===== config.mk =====
export PLATFORM = sky130hd
export DESIGN_NAME = periph_bus_ctrl
export DESIGN_NICKNAME = d
export VERILOG_FILES = /design/src/rtl/periph_bus_ctrl.sv
export SDC_FILE = /design/constraint.sdc
export NUM_CORES = 1
export LEC_CHECK = 0
export ABC_AREA = 1
export BUFFER_PORTS_ARGS = -buffer_cell sky130_fd_sc_hd__buf_2
export CAP_MARGIN = 10
export CORE_MARGIN = 1.5
export CORE_UTILIZATION = 38
export DETAILED_ROUTE_END_ITERATION = 10
export PLACE_DENSITY = 0.78
export RECOVER_POWER = 25
export SYNTH_ARGS = -nofsm -noshare
export SYNTH_HDL_FRONTEND = slang
export SYNTH_SLANG_ARGS = --single-unit

===== constraint.sdc =====
create_clock -name clk -period 1.3 [get_ports clk]
set_input_delay 0.065 -clock clk [delete_from_list [all_inputs] [get_ports clk]]
set_output_delay 0.065 -clock clk [all_outputs]
set_load 0.005 [all_outputs]

===== src/rtl/periph_bus_ctrl.sv =====
// rtl/periph_bus_ctrl.sv - CPU data-bus address decoder and wait-state sequencer
// Optional sticky error capture is enabled by defining PBC_ERR_CAPTURE_EN.
module periph_bus_ctrl #(
  parameter logic [31:0] DMEM_BASE  = 32'h1000_0000,
  parameter logic [31:0] DMEM_MASK  = 32'hFFFF_0000,
  parameter logic [31:0] TBMAN_BASE = 32'h8000_0000,
  parameter logic [31:0] TBMAN_MASK = 32'hFFFF_F000,
  parameter logic [31:0] GPIO_BASE  = 32'h8000_1000,
  parameter logic [31:0] GPIO_MASK  = 32'hFFFF_F000,
  parameter int unsigned DMEM_WS    = 0,
  parameter int unsigned TBMAN_WS   = 1,
  parameter int unsigned GPIO_WS    = 2
) (
  input  logic        clk,
  input  logic        n_rst,
  input  logic        req,
  input  logic        we,
  input  logic [31:0] addr,
  output logic        stall,
  output logic        bus_we,
  output logic        cs_dmem_n,
  output logic        cs_tbman_n,
  output logic        cs_gpio_n,
  output logic        bus_err,
  input  logic        err_clr,
  output logic        err_flag,
  output logic [31:0] err_addr
);

  if (DMEM_WS > 15) begin : g_dmem_ws_bad
    $error("DMEM_WS must be 0..15");
  end
  if (TBMAN_WS > 15) begin : g_tbman_ws_bad
    $error("TBMAN_WS must be 0..15");
  end
  if (GPIO_WS > 15) begin : g_gpio_ws_bad
    $error("GPIO_WS must be 0..15");
  end

  localparam logic [3:0] DMEM_WS4  = 4'(DMEM_WS);
  localparam logic [3:0] TBMAN_WS4 = 4'(TBMAN_WS);
  localparam logic [3:0] GPIO_WS4  = 4'(GPIO_WS);

  typedef enum logic [1:0] {R_NONE, R_DMEM, R_TBMAN, R_GPIO} region_t;
  typedef enum logic {S_IDLE, S_WAIT} state_t;

  state_t     state;
  logic [3:0] cnt;
  region_t    lat_region;
  logic       lat_we;

  region_t    dec_region;
  logic [3:0] dec_ws;
  region_t    act_region;

  // Overlapping regions resolve DMEM first, then TBMAN, then GPIO.
  always_comb begin
    dec_region = R_NONE;
    dec_ws     = 4'd0;
    if ((addr & DMEM_MASK) == DMEM_BASE) begin
      dec_region = R_DMEM;
      dec_ws     = DMEM_WS4;
    end else if ((addr & TBMAN_MASK) == TBMAN_BASE) begin
      dec_region = R_TBMAN;
      dec_ws     = TBMAN_WS4;
    end else if ((addr & GPIO_MASK) == GPIO_BASE) begin
      dec_region = R_GPIO;
      dec_ws     = GPIO_WS4;
    end
  end

  // The first cycle of an access is driven straight from the decode so zero-wait
  // regions complete in the cycle the CPU presents them; reset forces everything idle.
  always_comb begin
    act_region = R_NONE;
    stall      = 1'b0;
    bus_we     = 1'b0;
    bus_err    = 1'b0;
    if (n_rst) begin
      case (state)
        S_IDLE: begin
          if (req) begin
            if (dec_region != R_NONE) begin
              act_region = dec_region;
              if (dec_ws == 4'd0) bus_we = we;
              else                stall  = 1'b1;
            end else begin
              bus_err = 1'b1;
            end
          end
        end
        S_WAIT: begin
          act_region = lat_region;
          if (cnt > 4'd1) stall  = 1'b1;
          else            bus_we = lat_we;
        end
        default: act_region = R_NONE;
      endcase
    end
  end

  assign cs_dmem_n  = (act_region != R_DMEM);
  assign cs_tbman_n = (act_region != R_TBMAN);
  assign cs_gpio_n  = (act_region != R_GPIO);

  // req and addr are deliberately ignored once in WAIT: the access always runs out.
  always_ff @(posedge clk or negedge n_rst) begin
    if (!n_rst) begin
      state      <= S_IDLE;
      cnt        <= 4'd0;
      lat_region <= R_NONE;
      lat_we     <= 1'b0;
    end else begin
      case (state)
        S_IDLE: begin
          if (req && (dec_region != R_NONE) && (dec_ws != 4'd0)) begin
            state      <= S_WAIT;
            cnt        <= dec_ws;
            lat_region <= dec_region;
            lat_we     <= we;
          end
        end
        S_WAIT: begin
          cnt <= cnt - 4'd1;
          if (cnt == 4'd1) state <= S_IDLE;
        end
        default: state <= S_IDLE;
      endcase
    end
  end

`ifdef PBC_ERR_CAPTURE_EN
  // Only the first unmapped address is kept; a clear beats a same-cycle error.
  always_ff @(posedge clk or negedge n_rst) begin
    if (!n_rst) begin
      err_flag <= 1'b0;
      err_addr <= 32'd0;
    end else if (err_clr) begin
      err_flag <= 1'b0;
      err_addr <= 32'd0;
    end else if (bus_err && !err_flag) begin
      err_flag <= 1'b1;
      err_addr <= addr;
    end
  end
`else
  logic unused_err_clr;
  assign unused_err_clr = err_clr;
  assign err_flag       = 1'b0;
  assign err_addr       = 32'd0;
`endif

endmodule


==> run metrics, run 1 <==
drt drc 0; hpwl dp 1360 µm; FF-to-FF setup slack 80 ps; Placement Rows 17; Final Setup Violations 5; largest net degree at the start of global routing 7; Peak VDD IR 0.538 mV; Hold Crit Start we; Yosys cell types 19; Area growth, synth to finish 28.0%; Worst Hold Slack 61.2 ps; met3 WL post-DR 187 µm; cell depth of the worst flop-to-flop path 6; Antenna Violating Nets Remaining 0; worst hold stages 3; Cell Area, Synth 903 µm²; First-pass DRT Iterations 5; GRT Util Overall 15.9%; register area share after synthesis 22.2%; violated checks negative setup slack; Max Fclk 666 MHz; CP required 1240 ps; drt wl/cell 9.46 µm; diode count 0; power per standard cell area 490 nW/µm²; Final Max Slew Viols 0; Clock Pin Slew Worst Setup and Hold Paths 60 ps; Critical R2R Launch cnt[1]; Placer Congestion 0.756; CP endpoint kind output pin; final clock skew 0.774 ps; CP Max Fanout 4; Initial DRC Count 24; number of CTS-inserted buffers 3; Yosys top cell area share 27.4%; total core area 2230 µm²; most common cell after layout, fill and taps aside conb_1; # Max-Cap Violations 0; I/O Pins 76; Worst Setup Slack, final -202 ps; DR vias/cell 4.36; Top Metal Used met4; CTS Root Cell clkbuf_4; placed insts 197; Area contributors post-synth buf_4 27%, dfrtp_1 22%, nand2_1 12%; initial core utilization 40.4%; Seq cells post-synth 8; WP data arrival 1440 ps; H-tree depth 1; hold endpoint lat_we; Congestion Overflow GR 0; die area 2680 µm²; nets 221; Util after Layout 51.8%; global-route wire length before repair 3120 µm; Die Ht 51.8 µm; reg2reg end cnt[3]; Hold Path Class input port to flop; cell taking the most area after synthesis buf_4; CTS tree built; vias in the first global route 762; Final Critical Period 1500 ps; Post-Syn Instances 136; RSZ-0062 raised after global routing yes; initial antenna violation count 0; Synth Area per Inst 6.64 µm²; DRT met1 WL 745 µm; total wire length 1970 µm; clock latency on the worst-skew pair 260 ps; clock sink total 8; vias 907; DR WL met2 1030 µm; status finished with violations; IO Port Bufs 29; # fillers 253; startpoint types flop; layout cells sized above 1 37.2%; critical path type flop to output pin; Clock Path Buffers 2; Non-Filler Instances 208; Leak Pwr 0.646 nW; final hold vios 0; most frequent cells in the layout 33 x conb_1, 28 x buf_2, 27 x nand2_1; Sum Neg Setup Slack -451 ps; post-route clock period utilization 116%; Yosys Warn Count 0; Die Wd 51.8 µm
==> where the power goes <==
| group | switching, mW | total (mW) | internal (mW) | leakage, nW |
|---|---|---|---|---|
| clock network | 0.0922 | 0.198 | 0.106 | 0.0138 |
| logic | 0.0692 | 0.118 | 0.0491 | 0.527 |
| registers | 0.000171 | 0.249 | 0.249 | 0.105 |
| total | 0.162 | 0.566 | 0.405 | 0.646 |
==> worst max-delay path by stage <==
stage,from,end,slack [ps],cells past startpoint
2_1_floorplan,state,lat_region[0],190,6
3_3_place_gp,cnt[0],stall,70,6
3_5_place_dp,cnt[0],stall,40,6
4_1_cts,cnt[0],bus_we,-180,7
5_1_grt,cnt[1],bus_we,-260,7
6_report,cnt[2],bus_we,-200,6
==> area by class of cell <==
class | instances | area (µm²) | share of cell area (%)
Sequential cell | 8 | 201 | 17.4
Timing Repair Buffer | 42 | 246 | 21.3
Tap cell | 28 | 35.0 | 3.03
Clock buffer | 3 | 22.5 | 1.95
Multi-Input combinational cell | 115 | 603 | 52.2
Inverter | 12 | 47.5 | 4.11
==> registers in the layout, indices dropped and copies added (netlist names) <==
name        count
cnt             4
lat_region      2
state           1
lat_we          1
==> logic make-up after synthesis <==
family / after synthesis / share of synthesized area, %
buffers and inverters: 45 / 32.4
DFF: 8 / 22.2
other: 1 / 0.415
AOI/OAI and AO/OA: 7 / 4.71
adders and majority gates: 2 / 2.77
and+or+nand+nor: 73 / 37.5
==> cells in the mapped netlist <==
cell,n
buf_4,33
nand2_1,29
nor2_1,21
inv_1,12
nand3_1,12
dfrtp_1,8
a21oi_1,3
ha_1,2
nand2_2,2
nand2_4,2
nand3_2,2
o21ai_0,2
or2_2,2
conb_1,1
nand4_1,1
nor2_2,1
nor2_4,1
o211ai_1,1
o22a_2,1
==> timing repair <==
action | 4_1_cts | 5_1_grt
pin swaps | 7 | 4
setup endpoints to repair | 6 | 6
resized for setup | 16 | 7
buffers inserted | 4 | 2
hold buffers | 2 | 0
hold endpoints to repair | 8 | 0
==> metal layers <==
metal | up-vias | global-route usage [%]
li1 | 449 | -
met1 | 407 | 17.7
met2 | 47 | 28.8
met3 | 4 | 6.03
met4 | 0 | 2.63
met5 | - | 0
==> critical path: stages, from the launching register on <==
cell	delay, ps
dfrtp_1	410
nor2_1	220
o21ai_2	100
nand2_2	90
o211ai_1	80
a21oi_1	140
buf_2	130
==> stage by stage <==
step / power, mW / setup slack (ps) / instance area, µm²
after floorplan: 0.371 / 191 / 1020
after global routing: 0.597 / -257 / 1160
after detailed placement: 0.351 / 39.4 / 993
after CTS: 0.564 / -184 / 1110
after global placement: 0.349 / 70.5 / 993
final: 0.566 / -202 / 1160
(Power assumes the default switching activity.)
==> run 2: changes to the inputs <==
--- a/config.mk
+++ b/config.mk
@@ -8,7 +8,6 @@
 export ABC_AREA = 1
 export BUFFER_PORTS_ARGS = -buffer_cell sky130_fd_sc_hd__buf_2
 export CAP_MARGIN = 10
-export CORE_MARGIN = 1.5
 export CORE_UTILIZATION = 38
 export DETAILED_ROUTE_END_ITERATION = 10
 export PLACE_DENSITY = 0.78
==> run metrics, run 2 (synthesis gave the netlist of run 1 again) <==
RSZ-0062 raised after global routing yes; FF-to-FF setup slack 100 ps; Final Critical Period 1470 ps; most common cell after layout, fill and taps aside conb_1; total power 0.554 mW; Peak VDD IR 0.462 mV; final clock skew 0.757 ps; Hold Crit Start we; Die Wd 50.8 µm; nets 222; Max Fclk 679 MHz; CP endpoint kind output pin; number of CTS-inserted buffers 3; placed insts 195; IO Port Bufs 29; layout cells sized above 1 39.2%; initial core utilization 40.4%; First-pass DRT Iterations 4; number of buffer and inverter stages on the critical path 2; Non-Filler Instances 209; CP endpoint bus_we; die area 2580 µm²; # fillers 245; Clock Pin Slew Worst Setup and Hold Paths 50 ps; critical path type flop to output pin; Final Setup Violations 4; most frequent cells in the layout 33 x conb_1, 28 x buf_2, 25 x nand2_1; Placer Congestion 0.759; Final Max Slew Viols 0; drt drc 0; post-route clock period utilization 113%; startpoint types flop; final hold vios 0; Initial DRC Count 9; diode count 0; drt wl/cell 8.12 µm; status finished with violations; global-route wire length before repair 3070 µm; Worst Hold Slack 62.0 ps; CTS tree built; reg2reg end cnt[3]; Worst Setup Slack, final -172 ps; CP required 1240 ps; power per standard cell area 482 nW/µm²; Top Usage Layer GRT met2; Biggest register cnt; Area after DPL 978 µm²; Congestion Overflow GR 0; Antenna Violating Nets Remaining 0; CTS Root Cell clkbuf_4; WP data arrival 1410 ps; vias in the first global route 740; cell depth of the worst flop-to-flop path 6; Finished Cell Area 1150 µm²; hpwl dp 1290 µm; Place WS 38.9 ps; Area growth, synth to finish 27.3%; Sum Neg Setup Slack -298 ps; violated checks negative setup slack; vias 869; Placement Rows 17; GR Util met2 26.2%; met3 track demand over resource 5.76%; largest net degree at the start of global routing 8; GRT Util Overall 15.9%; critical path's slowest cell dfrtp_1; DR vias/cell 4.16; total core area 2230 µm²; crit-path cells inv_1 > ha_2 > o21ai_2 > nand2_2 > o211ai_1 > a21oi_1 > buf_2; Clock Path Buffers 2; Hold Path Class input port to flop; CP delay by family, top flip-flops; met1 Resource Use GR 19.4%; CP Max Fanout 4; # Max-Cap Violations 0; Critical Path Start cnt[0]; Util after Layout 51.5%; max FFs per register 4; Die Ht 50.8 µm; Largest regs cnt (4), lat_region (2); Leak Pwr 0.660 nW; Critical R2R Launch cnt[1]; initial antenna violation count 0; clock sink total 8; Crit path depth 7; I/O Pins 76; clock latency on the worst-skew pair 250 ps; total wire length 1700 µm; largest stage delay on the critical path 400 ps; H-tree depth 1
## run 2: cell types whose count changed in the layout (fill, tap and decap cells not counted), moves of 2 or more
| cell | before | now |
|---|---|---|
| buf_4 | 9 | 11 |
| ha_2 | 0 | 2 |
| ha_4 | 2 | 0 |
| nand2_1 | 27 | 25 |
| nand2_2 | 3 | 5 |
## run 2: power breakdown
part / switching (mW) / leakage, nW / internal (mW)
registers: 0.000147 / 0.107 / 0.250
clock network: 0.0831 / 0.0138 / 0.106
logic: 0.0676 / 0.539 / 0.0481
total: 0.151 / 0.660 / 0.403
## run 2: worst min-delay path: stages
cell and delay [ps]:
buf_2 90, nand3_1 70, nand2_1 60
## run 2: area by class of cell
cell class                      count  area (µm²)  share of cell area, %
Multi-Input combinational cell    115         587                   51.0
Sequential cell                     8         200                   17.4
Tap cell                           28        35.0                   3.05
Inverter                           12        47.5                   4.13
Timing Repair Buffer               43         258                   22.4
Clock buffer                        3        22.5                   1.96
## run 2: worst min-delay path by stage
stage | end | slack [ps] | cells after the start
6_report | lat_we | 60 | 3
3_5_place_dp | lat_region[1] | -90 | 1
2_1_floorplan | cnt[0] | -230 | 0
3_3_place_gp | lat_region[1] | -90 | 1
4_1_cts | lat_we | 60 | 3
5_1_grt | lat_we | 90 | 3
## run 2: timing repair
item	in CTS	in global routing
endpoints found under the setup margin	6	6
buffers inserted	7	2
pin swaps	10	11
gates cloned	0	0
resized for setup	14	8
endpoints found under the hold margin	8	0
hold buffers	2	0
## run 2: layer usage
layer	share of wire (%)	vias to the layer above
met2	49	36
met4	0.59	0
met1	43	384
met3	7.6	2
met5	0	-
li1	-	447
